File: src/rtl/cla_adder_reg.sv
// Registered two-level carry-lookahead adder: Sum = A + B + Cin, with carry-out and
// signed-overflow flags, one cycle of latency.
module cla_adder_reg #(
  parameter int WIDTH = 4
) (
  input  logic             clk,
  input  logic             rst_n,
  input  logic             in_valid,
  input  logic [WIDTH-1:0] A,
  input  logic [WIDTH-1:0] B,
  input  logic             Cin,
  output logic [WIDTH-1:0] Sum,
  output logic             Cout,
  output logic             Ovf,
  output logic             out_valid
);

  localparam int NBLK = (WIDTH + 3) / 4;

  logic [WIDTH-1:0] g;
  logic [WIDTH-1:0] p;
  logic [WIDTH:0]   c;
  logic [NBLK-1:0]  bg;
  logic [NBLK-1:0]  bp;
  logic [NBLK:0]    bc;

  assign g     = A & B;
  assign p     = A ^ B;
  assign bc[0] = Cin;

  // First level: 4-bit blocks (the top block may be narrower). Block boundary
  // carries come from the second level, so each block only drives its interior carries.
  for (genvar b = 0; b < NBLK; b++) begin : g_blk
    localparam int LO = 4 * b;
    localparam int BW = (WIDTH - LO < 4) ? (WIDTH - LO) : 4;

    logic [BW-1:0] gt;

    for (genvar j = 0; j < BW; j++) begin : g_gt
      if (j == BW - 1) begin : g_last
        assign gt[j] = g[LO+j];
      end else begin : g_prop
        assign gt[j] = g[LO+j] & (&p[LO+j+1 +: BW-j-1]);
      end
    end

    assign bg[b] = |gt;
    assign bp[b] = &p[LO +: BW];
    assign c[LO] = bc[b];

    for (genvar k = 1; k < BW; k++) begin : g_c
      logic [k-1:0] ct;
      for (genvar j = 0; j < k; j++) begin : g_ct
        if (j == k - 1) begin : g_last
          assign ct[j] = g[LO+j];
        end else begin : g_prop
          assign ct[j] = g[LO+j] & (&p[LO+j+1 +: k-j-1]);
        end
      end
      assign c[LO+k] = (|ct) | (bc[b] & (&p[LO +: k]));
    end
  end

  // Second level: every block carry is a flat sum of products over block G/P and Cin.
  for (genvar b = 0; b < NBLK; b++) begin : g_lvl2
    logic [b+1:0] bt;
    for (genvar j = 0; j <= b; j++) begin : g_bt
      if (j == b) begin : g_last
        assign bt[j] = bg[j];
      end else begin : g_prop
        assign bt[j] = bg[j] & (&bp[j+1 +: b-j]);
      end
    end
    assign bt[b+1]  = Cin & (&bp[0 +: b+1]);
    assign bc[b+1]  = |bt;
  end

  assign c[WIDTH] = bc[NBLK];

  always_ff @(posedge clk or negedge rst_n) begin
    if (!rst_n) begin
      Sum       <= '0;
      Cout      <= 1'b0;
      Ovf       <= 1'b0;
      out_valid <= 1'b0;
    end else begin
      out_valid <= in_valid;
      if (in_valid) begin
        Sum  <= p ^ c[WIDTH-1:0];
        Cout <= c[WIDTH];
        Ovf  <= c[WIDTH] ^ c[WIDTH-1];
      end
    end
  end

endmodule

File: config.mk
export PLATFORM = sky130hd
export DESIGN_NAME = cla_adder_reg
export DESIGN_NICKNAME = d
export VERILOG_FILES = /design/src/rtl/cla_adder_reg.sv
export SDC_FILE = /design/constraint.sdc
export NUM_CORES = 1
export LEC_CHECK = 0
export ABC_AREA = 1
export CORE_UTILIZATION = 31
export DETAILED_ROUTE_END_ITERATION = 8
export GPL_TIMING_DRIVEN = 0
export PLACE_DENSITY = 0.7
export SYNTH_ARGS = -nofsm -noshare
export SYNTH_HDL_FRONTEND = slang
export SYNTH_SLANG_ARGS = --single-unit
File: constraint.sdc
create_clock -name clk -period 0.8 [get_ports clk]
set_input_delay 0.16 -clock clk [delete_from_list [all_inputs] [get_ports clk]]
set_output_delay 0.16 -clock clk [all_outputs]
set_load 0.01 [all_outputs]
### After elaboration in Yosys (flattened, before gate mapping)

Index checks and enable logic that the tools add are counted.

* bits in registers: 7
* bits of input ports: 12
* word-level logic and storage cells: 30

* bitwise gates (word level): 17
* reduce and logical (&&, ||, !) cells: 9

Operator list (number)
* $and A1 B1 Y1: 10
* $xor A4 B4 Y4: 2
* $reduce_and A2 Y1: 3
* $reduce_and A3 Y1: 2
* $reduce_or A5 Y1: 1
* $and A4 B4 Y4: 1
* $reduce_and A4 Y1: 1
* $or A1 B1 Y1: 3
* $reduce_or A3 Y1: 1
* $reduce_or A2 Y1: 1
* $xor A1 B1 Y1: 1

### Depth between registers and ports, before layout

Gate-level depths: netlist (run 1).

* word-level depth: 6
* gate-level depth with buffers: 8

### Worst setup path before layout (run 1)

No wires, ideal clock.

* kind: input port to flip-flop
* start point: input port A[2]
* end point: register Ovf
* setup time: 117 ps
* data arrival time: 944 ps
* slack: -261 ps
* stages on the path: 7
* path buffers: 0
* path through: ha_1 -> nand3_1 -> nand3_1 -> nor2_1 -> nand3_1 -> nand3_1 -> nand2_1

* cells in the longest elaborated chain, start to end: 6

RTL lines
* start: declaration: RTL line 9 `input logic [WIDTH-1:0] A,`
* $xor A4 B4 Y4: RTL line 28 `assign p = A ^ B;`
* $reduce_and A2 Y1: RTL line 57 `assign ct[j] = g[LO+j] & (&p[LO+j+1 +: k-j-1]);`
* $and A1 B1 Y1: RTL line 57
* $reduce_or A3 Y1: RTL line 60 `assign c[LO+k] = (|ct) | (bc[b] & (&p[LO +: k]));`
* $or A1 B1 Y1: RTL line 60
* $xor A1 B1 Y1 *: RTL line 91 `Ovf <= c[WIDTH] ^ c[WIDTH-1];`
* end signal: assignment: RTL line 91
* end: declaration: RTL line 14 `output logic Ovf,`

Mark *: on every way between the ends. The rest lies on a longest branch, timed or not.
A chain may end at the register's enable or synchronous reset.

### Final worst setup path (run 1)

* start point: register Sum[1]
* end point: output port Sum[1]

RTL lines
* start: declaration: RTL line 12 `output logic [WIDTH-1:0] Sum,`
* start signal: assignment: RTL line 89 `Sum <= p ^ c[WIDTH-1:0];`

No word-level cell between the ends.

==> results of run 1 <==
-- cell usage after synthesis --
cell      number
nand2_1       15
nor2_1         4
o21ai_1        1
o21ai_0        2
ha_1           4
xor2_1         1
inv_1          7
fa_1           1
inv_2          1
clkinv_1       1
nand2_2        3
nand3_1        8
dfrtp_1        7
a31oi_1        1
a21oi_1        2
-- metrics by stage --
stage	instances	setup WS (ps)	setup TNS [ps]	instance area (sq um)	util
floorplan	58	-150	-491	536	-
global placement	91	-767	-5660	734	0.557
detailed placement	91	-788	-5780	734	0.557
CTS	99	-134	-975	763	0.579
global route	100	-160	-1270	811	0.615
finish	100	-127	-949	811	0.615
-- worst paths after layout --
path | startpoint | end | cells past startpoint
min in group clk | in_valid | out_valid | 1
hold / removal | rst_n | Cout | 1
hold reg to reg | Sum[0] | Sum[0] | 2
setup reg to reg | Sum[3] | Sum[3] | 3
setup / recovery | Sum[1] | Sum[1] | 1
max in group asynchronous | rst_n | Sum[0] | 1
-- sequential cells by signal, summed over array words and instances (netlist names) --
name       count
Cout           1
Ovf            1
Sum            4
out_valid      1
-- cell families (layout without fill, tap and decap cells) --
group / Yosys count / count (layout) / share of synthesized area
AO/OA/AOI/OAI: 6 / 6 / 0.0696
XOR/XNOR: 1 / 1 / 0.0195
adder cells (fa/ha/maj): 5 / 5 / 0.156
buffers and inverters: 9 / 36 / 0.0752
flip-flops: 7 / 7 / 0.390
AND/OR/NAND/NOR: 30 / 30 / 0.290
-- cell usage in the layout, fill, tap and decap left out, types with 3 or more instances in the layout --
| cell | synthesis | routed |
|---|---|---|
| o21ai_1 | 1 | 3 |
| dfrtp_1 | 7 | 7 |
| inv_1 | 7 | 6 |
| nand2_2 | 3 | 6 |
| ha_4 | 0 | 4 |
| buf_6 | 0 | 7 |
| clkbuf_4 | 0 | 3 |
| nand3_2 | 0 | 7 |
| nand2_1 | 15 | 12 |
| buf_4 | 0 | 5 |
| buf_2 | 0 | 8 |
-- power by group through the flow --
| stage | registers (mW) | clock network [mW] | logic [mW] |
|---|---|---|---|
| floorplan | 0.461 | 0 | 0.209 |
| global placement | 0.436 | 0 | 0.445 |
| detailed placement | 0.437 | 0 | 0.451 |
| CTS | 0.428 | 0.332 | 0.451 |
| global route | 0.435 | 0.356 | 0.540 |
| finish | 0.430 | 0.323 | 0.488 |
-- cell type report --
type,count,area [sq um]
clock buffers,4,26.3
well taps,15,18.8
repair buffers,23,190
inverters,9,46.3
multi-input cells,42,354
fillers,125,507
flip-flops and latches,7,175
-- metal layers --
layer	part of all wire	vias to the layer above	global-route usage
met5	0	-	0
met1	0.42	213	0.186
met2	0.51	15	0.230
met4	0	0	0.103
met3	0.061	0	0.0167
li1	-	238	-
-- timing repair --
| item | CTS | global route |
|---|---|---|
| resized for setup | 78 | 8 |
| setup endpoints to repair | 13 | 11 |
| setup buffers | 4 | 1 |
| pin swaps | 17 | 13 |
==> flow_summary.yaml, run 1 <==
status:
  outcome: "finished, violations left"
  violations: "setup timing"
pwr:
  ir_drop_uv: 526
  seqPwrFrac: 0.346
  p_clk_frac: 0.260
  power.total_mw: 1.24
  pwr_density_cell_nw_per_um2: 1530
  pwr-share-comb: 0.393
  p_switching_mw: 0.391
  p_int_mw: 0.849
  swShare: 0.315
  power.leakage_nw: 0.393
worst_setup_path:
  crit_slowest_cell: "dfrtp_1"
  critPathRequiredTime_ps: 640
  critical_path_buf_inv_count: 1
  reg2reg_slack_ps: 90
  critical_path_arrival_ps: 770
  slowest_delay_ps: 380
  criticalPathCategory: "reg -> out"
  crit_chain: "buf_2"
  cp-start-kind: "flip-flop"
  cp_max_fo: 2
  critPathCaptureType: "primary output"
  crit_family: "flip-flops"
clocking:
  clk_path_buf_depth: 2
  clkLatencyLatePin_ps: 250
  clkSlewWorstSetupHoldPaths_ps: 50
  hold_buffers: 0
  cts_buffers: 3
  cts-htree-levels: 1
  cts_sinks: 7
  cts_tree: "built"
  clockRootBuffer: "clkbuf_4"
floorplanning:
  coreArea_sq_um: 1320
  die_w_um: 40.1
  fp.dieH_um: 40.1
  start_util: 0.341
  rows: 13
  io_pins: 19
  die-area_sq_um: 1610
drt:
  drt-total-wl_um: 1010
  vias_per_cell: 4.66
  drc_errors: 0
  ant_nets: 0
  wl_per_cell_um: 10.1
  routed-via-count: 466
  dr.first_iter.drc_count: 5
  dr.pass1.iters: 3
final_layout:
  drive_above_1_share: 0.553
  syn2layout_area_growth_pct: 80.5
  fin_nets: 103
  antenna_cells: 0
logic_synthesis:
  synth_top_cells_by_area: "dfrtp_1, nand2_1, ha_1, nand3_1, inv_1"
  yosysTopAreaCell: "dfrtp_1"
  yosysWarnings: 0
  ys_seq_area_frac: 0.390
  synth_area_sq_um: 449
  postSynthCellCount: 58
  synth.avg_cell_area_sq_um: 7.74
  ys_types: 15
  yosysTopAreaCellShare: 0.390
  synthesis.nets: 75
  synth-seq-cells: 7
timing:
  timing.final.crit_period_ps: 927
  whs_ps: 169
  tightest_slew_ps: 320
  clock.fmax_mhz: 1080
  fin_crit_sh: 1.16
  setup-violations-final: 9
  finalHoldViolCount: 0
  drv_slew: 0
  rsz0062_at_grt: "yes"
  final.setup.worst_slack_ps: -127
  clock_skew_ps: 0
  relSlewSlack: 0.786
flow_run:
  max_cap_viol_count: 0
worst_hold_path:
  hold_class: "in -> async"
global_routing:
  grt_pass1_vias: 401
  grt_max_degree: 8
  antenna_found_initial: 0
  gr-total-overflow: 0
  grt_use_total: 0.147
  grt_pass1_wl_um: 1550
placed_design:
  io_buffers: 18
  dp_hpwl_um: 723
  gp_congestion: 0.734
No activity file was read; power rests on OpenSTA's default activity.
==> run 2, diff against run 1 <==
--- a/config.mk
+++ b/config.mk
@@ -6,9 +6,9 @@
 export NUM_CORES = 1
 export LEC_CHECK = 0
 export ABC_AREA = 1
+export CORE_MARGIN = 2
 export CORE_UTILIZATION = 31
 export DETAILED_ROUTE_END_ITERATION = 8
-export GPL_TIMING_DRIVEN = 0
 export PLACE_DENSITY = 0.7
 export SYNTH_ARGS = -nofsm -noshare
 export SYNTH_HDL_FRONTEND = slang
==> flow_summary.yaml, run 2 (same netlist as run 1, synthesis figures left out) <==
final_layout:
  fin_nets: 109
  largest_register_ffs: 4
  syn2layout_area_growth_pct: 101
  antenna_cells: 0
  layout_commonest_cell: "nand2_1"
  final_cell_mix: "nand2_1, buf_6, buf_2"
  drive_above_1_share: 0.626
  post-route-util: 0.677
  top_register: "Sum"
worst_setup_path:
  slowest_delay_ps: 380
  cp_max_fo: 2
  crit_chain: "buf_2"
  crit_family: "flip-flops"
  critPathCaptureType: "primary output"
  cp-start-kind: "flip-flop"
  critical_path_buf_inv_count: 1
  criticalPathCategory: "reg -> out"
  critical_path_arrival_ps: 760
  reg2reg_slack_ps: -20
  critPathRequiredTime_ps: 640
  crit_slowest_cell: "dfrtp_1"
pwr:
  pwr-share-comb: 0.439
  pwr_density_cell_nw_per_um2: 1480
  ir_drop_uv: 683
  power.leakage_nw: 0.442
  p_clk_frac: 0.242
  swShare: 0.327
  seqPwrFrac: 0.319
  p_switching_mw: 0.438
  p_int_mw: 0.903
drt:
  dr.pass1.iters: 3
  drt-total-wl_um: 1220
  ant_nets: 0
  wl_per_cell_um: 11.5
  vias_per_cell: 4.73
  routed-via-count: 501
  drc_errors: 0
  dr.first_iter.drc_count: 1
placed_design:
  gp_congestion: 0.763
  io_buffers: 18
  dp_hpwl_um: 925
  pre_cts_ws_ps: -724
status:
  outcome: "finished, violations left"
  violations: "setup timing"
clocking:
  clkSlewWorstSetupHoldPaths_ps: 60
  clockRootBuffer: "clkbuf_4"
  cts_tree: "built"
  cts-htree-levels: 1
  cts_buffers: 3
  cts_sinks: 7
  clk_path_buf_depth: 2
  clkLatencyLatePin_ps: 240
timing:
  setup-violations-final: 11
  relSlewSlack: 0.789
  clock_skew_ps: 0
  tightest_slew_ps: 316
  timing.final.crit_period_ps: 920
  finalHoldViolCount: 0
  final.setup.worst_slack_ps: -120
  rsz0062_at_grt: "yes"
  fin_crit_sh: 1.15
  drv_slew: 0
  clock.fmax_mhz: 1090
flow_run:
  max_cap_viol_count: 0
floorplanning:
  die_w_um: 42.1
  io_pins: 19
  die-area_sq_um: 1770
  coreArea_sq_um: 1330
  rows: 13
  fp.dieH_um: 42.1
  start_util: 0.337
global_routing:
  grt_pass1_wl_um: 2060
  globalRouteMet3Util: 0.0560
  grt_use_total: 0.152
  gr-total-overflow: 0
  gr-usage-met1: 0.164
  grt.busiest_layer: "met2"
  grt_pass1_vias: 487
  grt_max_degree: 8
  use_met2: 0.288
  antenna_found_initial: 0
worst_hold_path:
  hold_class: "in -> async"
-- run 2: cell count changes in the layout (fill, tap and decap cells not counted), sizes merged --
cell | before | now
buf | 21 | 27
-- run 2: layout make-up --
cell class	count	area [sq um]
Multi-Input combinational cell	42	393
Timing Repair Buffer	29	240
Sequential cell	7	175
Tap cell	15	18.8
Clock buffer	4	26.3
Fill cell	106	430
Inverter	9	50.0
-- run 2: through the flow --
stage | hold WS [ps] | std cells | TNS, ps | instance area (sq um) | power, mW
floorplan | -136 | 58 | -491 | 536 | 0.670
global placement | 436 | 99 | -5590 | 795 | 0.936
detailed placement | 456 | 99 | -5720 | 795 | 0.951
CTS | 187 | 106 | -1070 | 867 | 1.31
global route | 198 | 106 | -1440 | 903 | 1.45
finish | 172 | 106 | -996 | 903 | 1.34
-- run 2: worst paths after layout --
kind	start	to	cells after the start
min in group clk	in_valid	out_valid	1
max in group asynchronous	rst_n	Sum[2]	1
worst max-delay path	Sum[0]	Sum[0]	1
worst min-delay path	rst_n	Sum[3]	1
worst min register to register	Sum[1]	Sum[1]	2
worst max register to register	Sum[3]	Sum[3]	4
-- run 2: what timing repair did --
action                                  4_1_cts  5_1_grt
pin swaps                                    21       21
endpoints found under the setup margin       13       13
resized for setup                            88       10
setup buffers                                 3        2
hold buffers                                  0        0
-- run 2: power by group through the flow --
stage	Sequential, mW	Combinational [mW]	Clock [mW]
2_1_floorplan	0.461	0.209	0
4_1_cts	0.430	0.546	0.336
3_5_place_dp	0.439	0.513	0
5_1_grt	0.434	0.645	0.368
6_report	0.428	0.589	0.324
3_3_place_gp	0.435	0.501	0
-- run 2: metal layers --
metal	wire, um	up-vias
met4	0	0
li1	-	254
met2	607	16
met3	84	0
met1	523	231
met5	0	-
==> run 3, diff against run 2 <==
--- a/config.mk
+++ b/config.mk
@@ -6,10 +6,12 @@
 export NUM_CORES = 1
 export LEC_CHECK = 0
 export ABC_AREA = 1
+export CELL_PAD_IN_SITES_DETAIL_PLACEMENT = 1
+export CELL_PAD_IN_SITES_GLOBAL_PLACEMENT = 1
 export CORE_MARGIN = 2
-export CORE_UTILIZATION = 31
+export CORE_UTILIZATION = 29
 export DETAILED_ROUTE_END_ITERATION = 8
-export PLACE_DENSITY = 0.7
+export PLACE_DENSITY = 0.86
 export SYNTH_ARGS = -nofsm -noshare
 export SYNTH_HDL_FRONTEND = slang
 export SYNTH_SLANG_ARGS = --single-unit
==> constraint.sdc (replaced) <==
create_clock -name clk -period 0.8 [get_ports clk]
set_input_delay 0.16 -clock clk [delete_from_list [all_inputs] [get_ports clk]]
set_output_delay 0.16 -clock clk [all_outputs]
set_load 0.005 [all_outputs]
==> flow_summary.yaml, run 3 (same netlist as run 1, synthesis figures left out) <==
placed_design:
  place_inst: 100
  dp_hpwl_um: 992
  gp_congestion: 0.793
  io_buffers: 18
  place_area_sq_um: 796
pwr:
  seqPwrFrac: 0.328
  swShare: 0.316
  power.leakage_nw: 0.427
  pwr_density_cell_nw_per_um2: 1490
  p_clk_frac: 0.245
  pwr-share-comb: 0.428
  ir_drop_uv: 525
  p_switching_mw: 0.412
  p_int_mw: 0.893
floorplanning:
  fp.dieH_um: 43.4
  rows: 14
  start_util: 0.305
  die-area_sq_um: 1880
  coreArea_sq_um: 1470
  die_w_um: 43.4
  io_pins: 19
worst_setup_path:
  cp_max_fo: 2
  cp-start-kind: "flip-flop"
  critPathCaptureType: "primary output"
  slowest_delay_ps: 380
  crit_slowest_cell: "dfrtp_1"
  ff2ff_path_depth: 3
  worstSetupStartpoint: "Sum[1]"
  r2r-start: "Sum[1]"
  critPathRequiredTime_ps: 640
  critical_path_buf_inv_count: 1
  crit_chain: "buf_2"
  crit_family: "flip-flops"
  criticalPathCategory: "reg -> out"
  r2r-end: "Sum[1]"
  reg2reg_slack_ps: 40
  critical_path_arrival_ps: 760
final_layout:
  post-route-util: 0.597
  multi_input_area_sq_um: 387
  antenna_cells: 0
  fin_cells: 107
  largest_register_ffs: 4
  fin_area_sq_um: 878
  syn2layout_area_growth_pct: 95.5
  top_register: "Sum"
  final_cell_mix: "nand2_1, buf_2, buf_4"
  register_area_sq_um: 175
  fillers: 170
  drive_above_1_share: 0.626
  layout_commonest_cell: "nand2_1"
  fin_nets: 109
status:
  violations: "setup timing"
  outcome: "finished, violations left"
timing:
  setup-violations-final: 9
  fin_crit_sh: 1.15
  rsz0062_at_grt: "yes"
  timing.final.crit_period_ps: 918
  final.setup.worst_slack_ps: -118
  drv_slew: 0
  finalHoldViolCount: 0
  clock_skew_ps: 0
  relSlewSlack: 0.792
  clock.fmax_mhz: 1090
  tightest_slew_ps: 311
drt:
  dr.pass1.iters: 4
  routed-via-count: 498
  wl_per_cell_um: 12.6
  ant_nets: 0
  dr.first_iter.drc_count: 3
  drc_errors: 0
  vias_per_cell: 4.65
  drt-total-wl_um: 1350
global_routing:
  grt_use_total: 0.162
  antenna_found_initial: 0
  grt_max_degree: 8
  gr-total-overflow: 0
  grt_pass1_wl_um: 2320
  grt_pass1_vias: 558
worst_hold_path:
  hold_class: "in -> async"
clocking:
  clkSlewWorstSetupHoldPaths_ps: 50
  clockRootBuffer: "clkbuf_4"
  clk_path_buf_depth: 2
  cts_tree: "built"
  cts_buffers: 3
  cts_sinks: 7
  clkLatencyLatePin_ps: 240
  cts-htree-levels: 1
flow_run:
  max_cap_viol_count: 0
-- run 3: cell count changes in the layout (fill, tap and decap cells not counted), moves of 2 or more --
| cell | delta |
|---|---|
| buf_6 | -6 |
| nor2_1 | -2 |
| nand2_4 | -2 |
| nand2_1 | +2 |
| buf_4 | +3 |
| buf_2 | +2 |
-- run 3: per-layer routing --
layer / part of all wire / track usage / vias to the layer above
met5: 0 / 0 / -
met4: 0.0037 / 0.0545 / 0
met3: 0.038 / 0.0250 / 2
met2: 0.55 / 0.304 / 11
met1: 0.41 / 0.184 / 236
li1: - / - / 249
-- run 3: worst max-delay path by stage --
stage,to,cells past startpoint
after floorplan,Ovf,7
after global placement,Sum[0],5
after detailed placement,Ovf,8
after CTS,Sum[1],1
after global routing,Ovf,8
final,Sum[1],1
-- run 3: stage by stage --
step	power, mW	hold WS, ps	TNS (ps)	worst slack [ps]
after CTS	1.29	172	-879	-118
after detailed placement	0.941	438	-5510	-746
after global placement	0.920	433	-5280	-716
final	1.31	166	-897	-118
after floorplan	0.650	-136	-491	-150
after global routing	1.40	181	-1260	-161
-- run 3: power groups by stage --
stage	logic, mW	registers, mW	clock network [mW]
CTS	0.531	0.428	0.329
global route	0.613	0.436	0.350
global placement	0.486	0.434	0
detailed placement	0.504	0.437	0
floorplan	0.210	0.441	0
finish	0.558	0.428	0.319
-- run 3: final cells by class --
cell class | count | share of cell area
multi-input combinational | 42 | 0.440
timing repair buffer | 29 | 0.251
sequential | 7 | 0.199
inverter | 9 | 0.0570
clock buffer | 4 | 0.0299
tap | 16 | 0.0228
-- run 3: timing repair --
item	4_1_cts	5_1_grt
setup endpoints to repair	13	12
hold buffers	0	0
buffers inserted	4	0
resized for setup	82	10
pin swaps	14	5
